`src/rtl/hatch_arbiter.sv`:
```
// rtl/hatch_arbiter.sv - round-robin arbiter sharing one fixed-latency instruction read port
module hatch_arbiter #(
  parameter int NUM_REQ = 4,
  parameter int ADDR_W  = 32,
  parameter int DATA_W  = 48,
  parameter int RD_LAT  = 2,
  parameter int IDX_W   = 2
) (
  input  logic                      clk,
  input  logic                      rst,
  input  logic [NUM_REQ-1:0]        req,
  input  logic [NUM_REQ*ADDR_W-1:0] addr,
  input  logic [NUM_REQ-1:0]        flush,
  output logic [NUM_REQ-1:0]        gnt,
  output logic [NUM_REQ-1:0]        rvalid,
  output logic [DATA_W-1:0]         rdata,
  output logic                      mem_en,
  output logic [ADDR_W-1:0]         mem_addr,
  input  logic [DATA_W-1:0]         mem_rdata
);

  logic [IDX_W-1:0]   ptr;
  logic [IDX_W-1:0]   win;
  logic [IDX_W-1:0]   ptr_next;
  logic               found;
  logic [NUM_REQ-1:0] elig;

  logic [RD_LAT-1:0]            tag_v;
  logic [RD_LAT-1:0][IDX_W-1:0] tag_idx;

  assign elig = req & ~flush;

  function automatic logic [IDX_W-1:0] wrap_add(input logic [IDX_W-1:0] base, input int off);
    int s;
    s = int'(base) + off;
    if (s >= NUM_REQ) s = s - NUM_REQ;
    return IDX_W'(s);
  endfunction

  // Scan starting at ptr so the most recently served requester goes last.
  always_comb begin
    found = 1'b0;
    win   = '0;
    for (int k = 0; k < NUM_REQ; k++) begin
      if (!found && elig[wrap_add(ptr, k)]) begin
        found = 1'b1;
        win   = wrap_add(ptr, k);
      end
    end
  end

  always_comb begin
    gnt = '0;
    if (found && !rst) gnt[win] = 1'b1;
  end

  assign mem_en   = found & ~rst;
  assign mem_addr = mem_en ? addr[int'(win)*ADDR_W +: ADDR_W] : '0;
  assign ptr_next = (int'(win) == NUM_REQ - 1) ? '0 : win + 1'b1;

  always_ff @(posedge clk or posedge rst) begin
    if (rst) begin
      ptr     <= '0;
      tag_v   <= '0;
      tag_idx <= '0;
      rvalid  <= '0;
      rdata   <= '0;
    end else begin
      if (mem_en) ptr <= ptr_next;
      tag_v[0]   <= mem_en;
      tag_idx[0] <= win;
      // An entry moving between stages is dropped if its owner flushes this cycle.
      for (int k = 1; k < RD_LAT; k++) begin
        tag_v[k]   <= tag_v[k-1] & ~flush[tag_idx[k-1]];
        tag_idx[k] <= tag_idx[k-1];
      end
      rvalid <= '0;
      if (tag_v[RD_LAT-1] && !flush[tag_idx[RD_LAT-1]]) begin
        rvalid[tag_idx[RD_LAT-1]] <= 1'b1;
        rdata                     <= mem_rdata;
      end
    end
  end

endmodule

```
`config.mk`:
```
export PLATFORM = sky130hd
export DESIGN_NAME = hatch_arbiter
export DESIGN_NICKNAME = d
export VERILOG_FILES = /design/src/rtl/hatch_arbiter.sv
export SDC_FILE = /design/constraint.sdc
export NUM_CORES = 1
export LEC_CHECK = 0
export CORE_UTILIZATION = 30
export CTS_CLUSTER_SIZE = 30
export DETAILED_ROUTE_END_ITERATION = 16
export PLACE_DENSITY = 0.77
export SLEW_MARGIN = 20
export SYNTH_ARGS = -nofsm -noshare
export SYNTH_HDL_FRONTEND = slang
export SYNTH_SLANG_ARGS = --single-unit
```
`constraint.sdc`:
```
create_clock -name clk -period 1.9 [get_ports clk]
set_clock_uncertainty 0.15 [all_clocks]
set_input_delay 0.285 -clock clk [delete_from_list [all_inputs] [get_ports clk]]
set_output_delay 0.285 -clock clk [all_outputs]
set_load 0.02 [all_outputs]
```
==> results of run 1 <==
-- layout by cell type (no fill, tap or decap), drive strengths merged --
master	Yosys	layout
a2111oi	2	2
a21oi	4	4
a22oi	32	32
a31oi	1	1
a32oi	2	2
and2	1	1
and4b	1	1
buf	19	110
bufinv	0	4
clkbuf	0	10
clkdlybuf4s50	0	228
clkinv	0	2
clkinvlp	0	2
dfrtp	60	60
diode	0	2
dlygate4sd2	0	7
dlymetal6s2s	0	1
ha	1	1
inv	5	4
mux2	48	48
mux2i	32	32
mux4	2	2
nand2	1	1
nand2b	5	5
nor2	3	3
nor2b	3	3
nor3	1	1
nor3b	2	2
o2111ai	1	1
o211ai	1	1
o21ai	36	36
o221ai	1	1
o22ai	1	1
or2b	2	2
or3b	1	1
-- synthesized netlist by cell type, types with 2 or more instances --
master	count
a2111oi_4	2
a21oi_1	3
a22oi_1	32
a32oi_1	2
buf_2	9
buf_6	6
buf_8	3
dfrtp_1	60
inv_1	4
mux2_4	47
mux2i_1	32
mux4_2	2
nand2b_1	2
nand2b_2	2
nor2_1	3
nor2b_1	3
nor3b_1	2
o21ai_0	2
o21ai_1	34
-- flip-flops by register name (all words and copies together) (netlist names) --
register and flops:
rdata 48, rvalid 4, tag_idx 4, ptr 2
tag_v 2
-- routing by layer --
metal	routed length, microns	vias to the layer above
met5	0	-
li1	-	1702
met2	8837	193
met1	5381	1808
met3	1131	41
met4	777	0
-- power breakdown --
part | internal (mW) | switching (mW)
combinational | 3.08 | 2.21
sequential | 1.84 | 0.345
clock | 1.42 | 0.618
-- cell families (layout without fill, tap and decap cells) --
group	Yosys count	count (layout)	share of synthesized area [%]
compound gates	81	81	16.09
fa+ha+maj	1	1	0.3590
buf+inv	24	368	5.278
flops	60	60	43.09
mux	82	82	31.06
other cells	0	2	0
simple gates	20	20	4.129
-- worst reg2reg max path, delay by kind of cell (launching register included) --
kind	cells	cell delay (ns)
AO/OA/AOI/OAI	3	0.31
buffers and inverters	4	0.52
adder cells (fa/ha/maj)	1	0.17
AND/OR/NAND/NOR	2	0.58
flip-flops	1	0.40
-- final cells by class --
cell class,count,area [sq um]
clock buffers,9,225.2
fillers,658,2614
inverters,5,26.28
clock inverters,7,146.4
flip-flops and latches,60,1501
multi-input cells,184,2616
diodes,2,5.005
repair buffers,347,3769
well taps,140,175.2
-- how the worst max path moves through the flow --
stage,start,endpoint,slack (ns),cells after the start
global route,ptr[0]$_DFFE_PP0P_,mem_addr[16],-0.91,9
global placement,flush[0],mem_addr[12],-1.19,8
floorplan,ptr[0]$_DFFE_PP0P_,mem_addr[24],-0.24,6
finish,ptr[0]$_DFFE_PP0P_,mem_addr[14],-0.85,9
CTS,ptr[0]$_DFFE_PP0P_,mem_addr[9],-0.84,8
detailed placement,flush[2],mem_addr[24],-1.27,9
-- what timing repair did --
action                     4_1_cts  5_1_grt
gates cloned                    10        0
pin swaps                        7        9
gates resized for setup        253       21
setup endpoints to repair       90       87
setup buffers                   27        9
-- per-stage QoR --
stage / hold slack (ns) / area (sq um) / TNS, ns / setup slack (ns)
after floorplan: 0.2111 / 3999 / -7.408 / -0.2428
after global placement: 0.2264 / 7061 / -65.71 / -1.193
after detailed placement: 0.2402 / 7061 / -70.98 / -1.270
after CTS: 0.2521 / 8394 / -28.20 / -0.8390
after global routing: 0.2650 / 8464 / -34.53 / -0.9138
final: 0.2668 / 8464 / -30.76 / -0.8452
==> impl_metrics.ini, run 1 <==
[run_status]
status = finished, violations left
violations = setup timing

[floorplanning]
core_sq_um = 11080
die_w_microns = 109.8
dieArea_sq_um = 12050
io_pins = 275
num_rows = 38
die_height_microns = 109.8
start_util_pct = 31.45

[timing]
fin_crit_ns = 2.745
setup_ws_ns = -0.8452
slew_headroom_pct = 76.08
fin_crit_sh_pct = 144.5
tightest_slew_ns = 0.3587
rsz0062_at_grt = yes
fmax_mhz = 364.3
report.final.slew_viol_count = 0
setup_viol = 61
hold_viol = 0

[clocking]
cts_hold_buf = 0
cts_htree_levels = 3
clk_latency_ns = 0.32
tritoncts = built
cts.sinks = 60
clk_pin_slew_ns = 0.06
root_buffer = clkbuf_16
cts_buffers = 9
cts_buffer_depth = 2

[critical_path]
rr_worst_depth = 10
critPathKind = flip-flop to output port
startpoint_type = flip-flop
crit_top_cell = buf_12
cp_data_required_time_ns = 1.46
path_delay_family = simple AND/OR/NAND/NOR gates
timing.rr.start = ptr[0]$_DFFE_PP0P_
cp_num_buf_inv = 4
r2r_setup_slack_ns = -0.31
path_cells = or3b_4 > buf_4 > o211ai_1 > a21oi_2 > nand2b_4 > buf_12 > buf_12 > o21ai_4 > buf_6
crit_slowest_cell = or3b_4
worstPathArrival_ns = 2.31
r2r-end = ptr[0]$_DFFE_PP0P_
cp_max_fo = 6
critPathCaptureType = output port
slowest_delay_ns = 0.42

[detailed_routing]
wl_per_cell_microns = 21.39
first_pass_iters = 4
initialDrtViolationCount = 160
routed-via-count = 3744
wl_microns = 16130
drcViolationCount = 0
ant_nets = 0
vias_per_cell = 4.966

[global_route]
grt.total_usage_pct = 26.55
met3_usage_pct = 5.513
antenna_found_initial = 2
grt_pass1_wl_microns = 23240
met1_usage_pct = 25.51
grt.overflow.total = 0
grt_max_degree = 61
busiest_layer = met2
met2_usage_pct = 51.48
first_global_vias = 4230

[layout]
area_growth_pct = 142.9
nNetsFinal = 794
fin_cells = 754
final_util_pct = 76.41
post_route_cells_drive_above_1_share_pct = 43.79

[synthesis]
syn-mean-instance-area_sq_um = 13.00
async_flop_share_pct = 100.0
yosysTopAreaCell = dfrtp_1
synthFlopType = dfrtp_1
syn_nets = 455
synth.top_cell.area_share_pct = 43.09
netlist-cell-type-count = 37
yosysWarnings = 0
synth.top_cells.by_area = dfrtp_1, mux2_4, mux2i_1, a22oi_1, o21ai_1
ys_ff_latch = 60
ys_seq_area_share_pct = 43.09
synth-edff-count = 0
synth_area_sq_um = 3485
netlist_instances = 268

[hold_path]
holdPathEnd = tag_idx[3]$_DFF_PP0_
worstHoldStart = tag_idx[1]$_DFF_PP0_
hold_class = flip-flop to flip-flop
min_path_cells = 0

[job]
drv_cap = 0

[placed_design]
dp_hpwl_microns = 11020
gp_congestion = 0.7866
dp.cells = 694
port_buffers = 274

[power_and_ir_drop]
finalPower_mw = 9.522
peakVddDrop_mv = 0.9935
power_density_nw_per_um2 = 1125
leakage_nw = 3.508
Note: power is estimated with default switching activity, not from simulation.
==> inputs of run 2 (changes only) <==
- ABC_CLOCK_PERIOD_IN_PS: unset -> 3300
- CORE_AREA: unset -> 2 2 108 110
- CORE_UTILIZATION: 30 -> unset
- CTS_CLUSTER_SIZE: 30 -> unset
- DIE_AREA: unset -> 0 0 110 112
- clock period: 1.9 -> 3.3 ns (I/O delays scaled with it)
==> impl_metrics.ini, run 2 (synthesis results as in run 1) <==
[critical_path]
startpoint_type = input port
rr_worst_depth = 7
r2r-end = ptr[1]$_DFFE_PP0P_
cp_max_fo = 12
timing.rr.start = ptr[0]$_DFFE_PP0P_
critPathCaptureType = output port
worstPathArrival_ns = 2.64
critPathKind = input port to output port
r2r_setup_slack_ns = 1.26
cp_data_required_time_ns = 2.65

[power_and_ir_drop]
power_density_nw_per_um2 = 669.9
peakVddDrop_mv = 0.6225
leakage_nw = 2.975
finalPower_mw = 4.602

[floorplanning]
die_height_microns = 112
start_util_pct = 31.18
die_w_microns = 110
io_pins = 275
dieArea_sq_um = 12320
num_rows = 39
core_sq_um = 11170

[timing]
setup_viol = 0
fin_crit_sh_pct = 99.48
fmax_mhz = 304.6
report.final.slew_viol_count = 0
finalHoldWorstSlack_ns = 0.2543
fin_crit_ns = 3.283
slew_headroom_pct = 75.24
tightest_slew_ns = 0.3714
hold_viol = 0
setup-tns-final_ns = 0

[clocking]
cts_hold_buf = 0
clk_pin_slew_ns = 0.05
cts_htree_levels = 3
cts.sinks = 60
cts_buffer_depth = 2
tritoncts = built
cts_buffers = 9
clk_latency_ns = 0.32
root_buffer = clkbuf_16

[global_route]
grt.overflow.total = 0
grt.total_usage_pct = 20.71
first_global_vias = 3671
antenna_found_initial = 1
grt_max_degree = 53
grt_pass1_wl_microns = 19080

[layout]
largest_reg_flops = 48
layout_common_cells = clkdlybuf4s50_1, dfrtp_1, mux2_4, o21ai_1, mux2i_1
seqCellArea_sq_um = 1501
reg.largest.list = rdata (48), rvalid (4), tag_idx (4)
area_growth_pct = 97.13
post_route_cells_drive_above_1_share_pct = 21.00
top_register = rdata
fillers = 913
multi_input_area_sq_um = 1847
nNetsFinal = 744
final_common_cell = clkdlybuf4s50_1

[hold_path]
worstHoldStart = tag_idx[1]$_DFF_PP0_
min_path_cells = 0
hold_class = flip-flop to flip-flop
holdPathEnd = tag_idx[3]$_DFF_PP0_

[detailed_routing]
vias_per_cell = 4.887
initialDrtViolationCount = 212
routed-via-count = 3450
wl_microns = 13520
wl_per_cell_microns = 19.14
first_pass_iters = 5
ant_nets = 0
drcViolationCount = 0

[placed_design]
gp_congestion = 0.9607
port_buffers = 274
dp_hpwl_microns = 10630

[job]
drv_cap = 0

[run_status]
status = finished, final reports clean
run 2: power by group:
part	internal (mW)	leakage (nW)	total [mW]	switching [mW]
logic	1.37	2.09	2.38	1.01
clock network	0.656	0.155	0.969	0.313
registers	1.06	0.728	1.25	0.194
total	3.09	2.98	4.60	1.52
run 2: worst max path at each step:
stage	cells past startpoint	end	from	slack (ns)
6_report	8	mem_addr[23]	req[2]	0.02
5_1_grt	8	mem_addr[10]	req[2]	-0.009
4_1_cts	8	mem_addr[2]	flush[0]	0.001
3_5_place_dp	8	mem_addr[2]	flush[0]	-0.27
3_3_place_gp	8	mem_addr[2]	flush[0]	-0.24
2_1_floorplan	5	mem_addr[10]	req[2]	0.68
run 2: what timing repair did:
item | CTS | global route
hold endpoints to repair | 0 | 0
gates resized for setup | 33 | 35
pin swaps | 0 | 3
setup endpoints to repair | 31 | 28
cloned | 0 | 3
buffers inserted | 0 | 5
run 2: area by class of cell:
type | count | share of cell area, %
Timing Repair Buffer | 297 | 43.73
Antenna cell | 1 | 0.03643
Multi-Input combinational cell | 184 | 26.89
Sequential cell | 60 | 21.86
Inverter | 5 | 0.2732
Clock inverter | 7 | 1.330
Clock buffer | 9 | 3.279
Tap cell | 143 | 2.605
run 2: metal layers:
layer	routed length (microns)	global-route usage (%)
met5	0	0
met4	598	10.80
met3	1393	7.260
met2	6928	37.26
met1	4594	20.41
run 2: metrics by stage:
stage	cell area [sq um]	setup WS, ns	util (%)	cells
after floorplan	3485	0.6846	-	268
after CTS	6718	0.001000	60.12	697
final	6869	0.01719	61.47	706
after detailed placement	6435	-0.2718	57.59	681
after global routing	6869	-0.009439	61.47	706
after global placement	6435	-0.2414	57.59	681
run 2: worst max-delay path, cell delays in order:
cell and delay (ns):
clkdlybuf4s50_1 0.52, or3b_4 0.43, a32oi_4 0.27, buf_12 0.16
clkbuf_16 0.17, mux2i_1 0.19, o21ai_1 0.08, dlygate4sd2_1 0.33
==> inputs of run 3 (changes only) <==
- CAP_MARGIN: unset -> 20
==> results of run 3 <==
The final DEF is identical to that of run 2; final timing and power are the same.
